$ cat config.mk
export PLATFORM = sky130hd
export DESIGN_NAME = multi_digit_display
export DESIGN_NICKNAME = d
export VERILOG_FILES = /design/src/rtl/multi_digit_display.sv
export SDC_FILE = /design/constraint.sdc
export NUM_CORES = 1
export LEC_CHECK = 0
export CORE_MARGIN = 1.5
export CORE_UTILIZATION = 45
export DETAILED_ROUTE_END_ITERATION = 6
export HOLD_SLACK_MARGIN = 0.1
export PLACE_DENSITY = 0.71
export SLEW_MARGIN = 20
export SYNTH_ARGS = -nofsm -noshare
export SYNTH_HDL_FRONTEND = slang
export SYNTH_SLANG_ARGS = --single-unit
$ cat constraint.sdc
create_clock -name clk -period 3.4 [get_ports clk]
set_input_delay 0.34 -clock clk [delete_from_list [all_inputs] [get_ports clk]]
set_output_delay 0.34 -clock clk [all_outputs]
set_load 0.03 [all_outputs]
$ cat src/rtl/multi_digit_display.sv
// Multiplexed seven-segment driver: binary value shown in hex or decimal (double-dabble
// conversion), with leading-zero blanking, overflow dashes and per-digit decimal points.
module multi_digit_display #(
    parameter int unsigned DIGITS      = 4,
    parameter int unsigned VALUE_WIDTH = 16,
    parameter int unsigned REFRESH_DIV = 1000
) (
    input  logic                   clk,
    input  logic                   reset,
    input  logic [VALUE_WIDTH-1:0] value,
    input  logic                   load,
    input  logic                   hex_mode,
    input  logic                   blank_lz,
    input  logic [DIGITS-1:0]      dp_mask,
    output logic [7:0]             sseg,
    output logic [DIGITS-1:0]      digits,
    output logic                   busy,
    output logic                   overflow
);

    // Decimal digits needed to hold 2^w-1.
    function automatic int unsigned calc_bcd_digits(int unsigned w);
        longint unsigned m;
        int unsigned     n;
        m = (64'd1 << w) - 64'd1;
        n = 0;
        for (int i = 0; i < 12; i++) begin
            if (m != 64'd0) begin
                n++;
                m = m / 64'd10;
            end
        end
        return (n == 0) ? 1 : n;
    endfunction

    localparam int unsigned BCD_DIGITS = calc_bcd_digits(VALUE_WIDTH);
    localparam int unsigned BCD_W      = 4 * BCD_DIGITS;
    localparam int unsigned PAD_W      = 4 * DIGITS + VALUE_WIDTH + BCD_W;
    localparam int unsigned CNT_W      = $clog2(VALUE_WIDTH);
    localparam int unsigned PRE_W      = $clog2(REFRESH_DIV);
    localparam int unsigned IDX_W      = $clog2(DIGITS);

    localparam logic [6:0] SEG_BLANK = 7'h7F;
    localparam logic [6:0] SEG_DASH  = 7'h3F;

    function automatic logic [6:0] seg_code(logic [3:0] d);
        logic [6:0] s;
        unique case (d)
            4'h0: s = 7'h40;
            4'h1: s = 7'h79;
            4'h2: s = 7'h24;
            4'h3: s = 7'h30;
            4'h4: s = 7'h19;
            4'h5: s = 7'h12;
            4'h6: s = 7'h02;
            4'h7: s = 7'h78;
            4'h8: s = 7'h00;
            4'h9: s = 7'h10;
            4'hA: s = 7'h08;
            4'hB: s = 7'h03;
            4'hC: s = 7'h46;
            4'hD: s = 7'h21;
            4'hE: s = 7'h06;
            default: s = 7'h0E;
        endcase
        return s;
    endfunction

    typedef enum logic [0:0] {StIdle, StConv} state_e;

    state_e                 state_q;
    logic                   busy_q;
    logic                   overflow_q;
    logic                   hex_q;
    logic                   blank_q;
    logic [VALUE_WIDTH-1:0] bin_q;
    logic [BCD_W-1:0]       bcd_q;
    logic [CNT_W-1:0]       cnt_q;
    logic [6:0]             buf_q [DIGITS];

    logic [PRE_W-1:0]       presc_q;
    logic [IDX_W-1:0]       idx_q;
    logic [7:0]             sseg_q;
    logic [DIGITS-1:0]      digits_q;

    logic [BCD_W-1:0]       bcd_adj;
    logic [BCD_W-1:0]       bcd_next;
    logic [PAD_W-1:0]       src;
    logic                   ovf;
    logic                   lead;
    logic [3:0]             dig;
    logic [6:0]             new_buf [DIGITS];
    logic                   tick;

    // One double-dabble step: add 3 to any BCD digit >= 5, then shift in the next MSB.
    always_comb begin
        bcd_adj = bcd_q;
        for (int i = 0; i < int'(BCD_DIGITS); i++) begin
            if (bcd_q[4*i +: 4] >= 4'd5) begin
                bcd_adj[4*i +: 4] = bcd_q[4*i +: 4] + 4'd3;
            end
        end
        bcd_next = {bcd_adj[BCD_W-2:0], bin_q[VALUE_WIDTH-1]};
    end

    // Display buffer contents to commit when the conversion finishes.
    always_comb begin
        src  = hex_q ? PAD_W'(bin_q) : PAD_W'(bcd_next);
        ovf  = |(src >> (4 * DIGITS));
        lead = 1'b1;
        dig  = 4'd0;
        for (int i = int'(DIGITS) - 1; i >= 0; i--) begin
            dig  = src[4*i +: 4];
            lead = lead && (dig == 4'd0);
            if (ovf) begin
                new_buf[i] = SEG_DASH;
            end else if (blank_q && lead && (i != 0)) begin
                new_buf[i] = SEG_BLANK;
            end else begin
                new_buf[i] = seg_code(dig);
            end
        end
    end

    always_ff @(posedge clk) begin
        if (!reset) begin
            state_q    <= StIdle;
            busy_q     <= 1'b0;
            overflow_q <= 1'b0;
            hex_q      <= 1'b0;
            blank_q    <= 1'b0;
            bin_q      <= '0;
            bcd_q      <= '0;
            cnt_q      <= '0;
            for (int i = 0; i < int'(DIGITS); i++) begin
                buf_q[i] <= SEG_BLANK;
            end
        end else begin
            unique case (state_q)
                StIdle: begin
                    if (load) begin
                        state_q <= StConv;
                        busy_q  <= 1'b1;
                        bin_q   <= value;
                        hex_q   <= hex_mode;
                        blank_q <= blank_lz;
                        bcd_q   <= '0;
                        cnt_q   <= '0;
                    end
                end
                StConv: begin
                    if (!hex_q) begin
                        bcd_q <= bcd_next;
                        bin_q <= bin_q << 1;
                        cnt_q <= cnt_q + CNT_W'(1);
                    end
                    if (hex_q || (cnt_q == CNT_W'(VALUE_WIDTH - 1))) begin
                        buf_q      <= new_buf;
                        overflow_q <= ovf;
                        busy_q     <= 1'b0;
                        state_q    <= StIdle;
                    end
                end
                default: state_q <= StIdle;
            endcase
        end
    end

    assign tick = (presc_q == PRE_W'(REFRESH_DIV - 1));

    // Scan reads buf_q before any same-cycle commit, so a coincident tick shows old data.
    always_ff @(posedge clk) begin
        if (!reset) begin
            presc_q  <= '0;
            idx_q    <= '0;
            sseg_q   <= 8'hFF;
            digits_q <= '0;
        end else if (tick) begin
            presc_q  <= '0;
            digits_q <= DIGITS'(1) << idx_q;
            sseg_q   <= {~dp_mask[idx_q], buf_q[idx_q]};
            idx_q    <= (idx_q == IDX_W'(DIGITS - 1)) ? '0 : idx_q + IDX_W'(1);
        end else begin
            presc_q <= presc_q + PRE_W'(1);
        end
    end

    assign sseg     = sseg_q;
    assign digits   = digits_q;
    assign busy     = busy_q;
    assign overflow = overflow_q;

endmodule
# --- Word level (Yosys, flattened, before mapping) ---
# Memories as Yosys holds them, arrays and structs flattened.
# Cells that the tools add are included.
# Widths: inputs -> output; s select.
word_totals:
  output_inout_bits: 14
  elab_cells: 95
  register_bits: 97
  input_bits: 25
  memories: 4
  mem_bits_ro: 448
memory_table:
  columns: ["memory", "words", "word_bits", "rd", "rd_clocked_by_memory_dff", "wr", "line_no", "rtl"]
  rows:
  - ["(name not given)", 16, 7, 1, 0, 0, "48", "unique case (d)"]
  - ["(name not given)", 16, 7, 1, 0, 0, "48", null]
  - ["(name not given)", 16, 7, 1, 0, 0, "48", null]
  - ["(name not given)", 16, 7, 1, 0, 0, "48", null]
op_classes:
  eq_ne: 6
  n_bitwise: 4
  n_addsub: 8
  magnitude_cmp: 7
  n_reduce_logical: 15
  mux: 34
  shift: 1
ops:
  columns: ["op", "n"]
  rows:
  - ["$mux 7", 9]
  - ["$mux 20", 3]
  - ["$pmux 20 s2", 1]
  - ["$reduce_or 36->1", 1]
  - ["$mux 16", 2]
  - ["$pmux 16 s2", 1]
  - ["$mux 4", 6]
  - ["$ge 4x3->1 const B", 5]
  - ["$add 4x2->4 const B", 4]
  - ["$bmux 7 s2", 1]
  - ["$logic_not 4->1", 3]
  - ["$add 10x1->10 const B", 1]
  - ["$eq 10x10->1 const B", 1]
  - ["$pmux 4 s2", 1]
  - ["$reduce_and 2->1", 4]
  - ["$logic_and 1x1->1", 5]
  - ["$mux 1", 5]
  - ["$add 4x1->4 const B", 1]
  - ["$eq 4x4->1 const B", 1]
  - ["$ne 2x2->1 const B", 2]
  - ["$pmux 1 s2", 2]
  - ["$shl 1x2->4 const A", 1]
  - ["$add 3x2->3 const B", 1]
  - ["$ge 3x3->1 const B", 1]
  - ["11 further kinds", 13]

# --- Longest topological paths before layout ---
logic_depth:
  depth_word: 9
  mapped_depth: 12
  depth_no_buf: 11

# --- Worst setup path after synthesis ---
# Ideal clock, no wire load.
synth_path:
  path_kind: "reg-to-reg"
  start: "reg bcd_q[9]"
  end: "reg buf_q[15] (netlist bit)"
  n_path_buf: 0
  t_required_ps: 3343
  t_arrival_ps: 2753
  path_stages_with_launch: 12
  setup_slack_ps: 590
  period_less_slack_ps: 2810
  setup_time_ps: 57
  cell_sequence: "dfxtp_1 inv_1 ha_1 nand2b_2 and4_1 or3_1 inv_1 ha_1 inv_1 or4_4 o21ai_4 o32a_2"
synth_between:
  elab_chain_len: 9
  elab_cells_between_ends: 11
  classes_between: "add/sub (1); order compare (1); mux (4); reduce/logical (5)"
synth_lines:
  columns: ["item", "line_no", "rtl"]
  rows:
  - ["start, declared", "77", "logic [BCD_W-1:0] bcd_q;"]
  - ["start signal, assigned", "153", "bcd_q <= bcd_next;"]
  - ["$add 4x2->4 or $ge 4x3->1 (tied branches)", "100, 99", null]
  - ["$mux 4 *", "99", "if (bcd_q[4*i +: 4] >= 4'd5) begin"]
  - ["$mux 20 *", "108", "src = hex_q ? PAD_W'(bin_q) : PAD_W'(bcd_next);"]
  - ["$logic_not 4->1", "114", "lead = lead && (dig == 4'd0);"]
  - ["$logic_and 1x1->1 * (2 in a row)", "114", null]
  - ["$logic_and 1x1->1 *", "117", "end else if (blank_q && lead && (i != 0)) begin"]
  - ["$mux 7 *", "117", null]
  - ["$mux 7 *", "115", "if (ovf) begin"]
  - ["end signal, assigned", "158", "buf_q <= new_buf;"]
  - ["end, declared", "79", "logic [6:0] buf_q [DIGITS];"]
# Every way passes the cells marked *; elsewhere a longest branch is shown, timed or not.
# A chain may end at the register's enable or synchronous reset.

# --- Final worst setup path ---
layout_path:
  start: "reg bcd_q[9]"
  end: "reg buf_q[19] (netlist bit)"
# Same word-level chain as after synthesis.

==> impl_metrics.json <==
{
  "dieHeight_um": 118,
  "postSynthAreaPerCell_um2": 8.79,
  "r2r-start": "bcd_q[9]",
  "io_pins": 39,
  "clock_sinks": 97,
  "die-area_um2": 13800,
  "cp.arrival_ns": 3.39,
  "start_kind": "flop",
  "r2r-end": "buf_q[19]",
  "rrSetupSlack_ns": 0.31,
  "rsz0062_at_grt": "false",
  "layout_common_cells": "97 x dfxtp_1, 86 x nand2_1, 37 x clkdlybuf4s50_1, 34 x ha_1",
  "worstPathRequired_ns": 3.70,
  "min-delay-start": "reset",
  "whs_path_depth": 3,
  "worst_slew_pin_slew_ns": 0.841,
  "netlist_instances": 673,
  "die_x_um": 118,
  "cts_tree": "yes",
  "num_antenna_cells": 0,
  "clk_pin_slew_ns": 0.08,
  "cts_setup_buffers": 0,
  "yosysSeqAreaShare": 0.328,
  "grt_max_degree": 43,
  "reg2reg_depth": 11,
  "ant_nets": 0,
  "hold_viol": 0,
  "critical_path.max_fanout": 6,
  "synth_warnings": 0,
  "final_layout_size_suffix_gt1_frac": 0.0950,
  "dp_hpwl_um": 10900,
  "place_ws_ns": 0.357,
  "viasPerCell": 5.89,
  "ir_drop_v": 0.000374,
  "synth-seq-cells": 97,
  "async_flop_share": 0,
  "setup_slack_ns": 0.308,
  "grt_first_pass_wirelength_um": 24500,
  "timing.final.crit_period_ns": 3.09,
  "rows": 41,
  "grt_pass1_vias": 4921,
  "portBuffers": 38,
  "gr-usage-all-layers": 0.216,
  "numCtsBuffers": 9,
  "drc": 0,
  "root_buffer": "clkbuf_16",
  "synthesis.area_um2": 5910,
  "ys_types": 70,
  "holdPathEnd": "sseg[4]",
  "fin_nets": 759,
  "tns_ns": 0,
  "cts.htree.levels": 3,
  "drt_iter0_drc": 268,
  "synth-edff-count": 0,
  "gr-total-overflow": 0,
  "multiInputGateArea_um2": 3700,
  "antenna_found_initial": 0,
  "power_density_nw_per_um2": 397,
  "syn_nets": 732,
  "fmax_mhz": 323,
  "clock_skew_ns": 0.00793,
  "place.gp.congestion": 0.953,
  "post_cts_resized": 0,
  "holdBufCountCts": 0,
  "first_pass_iters": 5,
  "hp-class": "in -> reg",
  "status": "finished, final reports clean",
  "fin_crit_sh": 0.909,
  "drv_cap": 0,
  "slew_violations": 0,
  "relSlewSlack": 0.438,
  "fillCellCount": 1198,
  "setup_viol": 0,
  "wl_per_cell_um": 16.8,
  "core_area_um2": 12700,
  "final_common_cell": "dfxtp_1",
  "path_class": "reg -> reg",
  "worst_skew_pair.late_latency_ns": 0.35,
  "p_leak_nw": 2.70,
  "wl_um": 14700,
  "syn_to_final_growth_pct": 14.3,
  "start_util": 0.465,
  "synth_flop_cell": "dfxtp_1",
  "regArea_um2": 1940,
  "cts_buffer_depth": 2,
  "cp-end-kind": "flop",
  "vias": 5167
}
[kinds of logic (layout without fill, tap and decap cells)]
family / after synthesis / count (layout) / share of synthesized area
AOI/OAI and AO/OA: 191 / 191 / 0.249
xor gates and xnor gates: 13 / 13 / 0.0193
adders and majority gates: 34 / 34 / 0.0719
buffers and inverters: 65 / 97 / 0.0466
DFF: 97 / 97 / 0.328
muxes: 46 / 46 / 0.0959
and+or+nand+nor: 227 / 227 / 0.189
[state kept, by name, indices dropped and copies added, names as in the netlist, 2 cells and up]
signal / flops
presc_q: 10
buf_q: 28
bin_q: 16
digits: 4
sseg: 8
cnt_q: 4
idx_q: 2
bcd_q: 20
[through the flow]
stage                util  power, mW  cells  hold WS (ns)  cell area [um2]
detailed placement  0.507       1.65    861         0.438             6460
CTS                 0.531       2.69    877         0.421             6760
global placement    0.507       1.64    861         0.430             6450
floorplan               -       1.52    673         0.418             5910
global route        0.531       2.79    877         0.431             6760
finish              0.531       2.68    877         0.430             6760
[layer usage]
| metal | part of all wire | routed length, um | vias to the layer above | GRT usage |
|---|---|---|---|---|
| li1 | - | - | 2525 | - |
| met1 | 0.45 | 6580 | 2459 | 0.279 |
| met2 | 0.48 | 7050 | 157 | 0.367 |
| met3 | 0.049 | 717 | 26 | 0.0325 |
| met4 | 0.024 | 350 | 0 | 0.0770 |
| met5 | 0 | 0 | - | 0 |
[worst max path at each step]
stage	slack, ns	from	depth (start not counted)	to
6_report	0.31	bcd_q[9]	11	buf_q[19]
5_1_grt	0.08	bcd_q[9]	11	buf_q[12]
4_1_cts	0.32	bcd_q[9]	11	buf_q[19]
3_5_place_dp	0.36	bcd_q[9]	11	buf_q[16]
3_3_place_gp	0.48	bcd_q[9]	11	buf_q[19]
2_1_floorplan	0.59	bcd_q[9]	11	buf_q[15]
[power by group]
group,internal (mW),switching (mW),leakage (nW)
Sequential,1.18,0.0458,0.790
Combinational,0.173,0.231,1.75
Clock,0.528,0.521,0.151
[critical path, stage by stage, from the launching register on]
cell and delay (ns):
dfxtp_1 0.44, inv_1 0.09, ha_1 0.20, nand2b_2 0.23
and4_1 0.21, or3_1 0.40, inv_1 0.19, ha_1 0.24
inv_1 0.07, or4_4 0.55, o21ai_4 0.22, o32a_2 0.17
[final cells by class]
cell class                      instances  area share
Clock buffer                            9      0.0333
Timing Repair Buffer                   55      0.0744
Multi-Input combinational cell        511       0.547
Inverter                               26      0.0144
Sequential cell                        97       0.287
Tap cell                              172      0.0318
Clock inverter                          7      0.0117
[synth_stat cells, types with 16 or more instances]
master | instances | area share
dfxtp_1 | 97 | 0.33
nand3_1 | 16 | 0.014
mux2i_1 | 33 | 0.056
nand2_1 | 86 | 0.055
nor2_1 | 30 | 0.019
ha_1 | 34 | 0.072
inv_1 | 26 | 0.017
a21oi_1 | 33 | 0.028
nor2b_1 | 29 | 0.031
clkbuf_1 | 20 | 0.013
o21ai_0 | 27 | 0.023
Power figures use the tool's default switching activity.
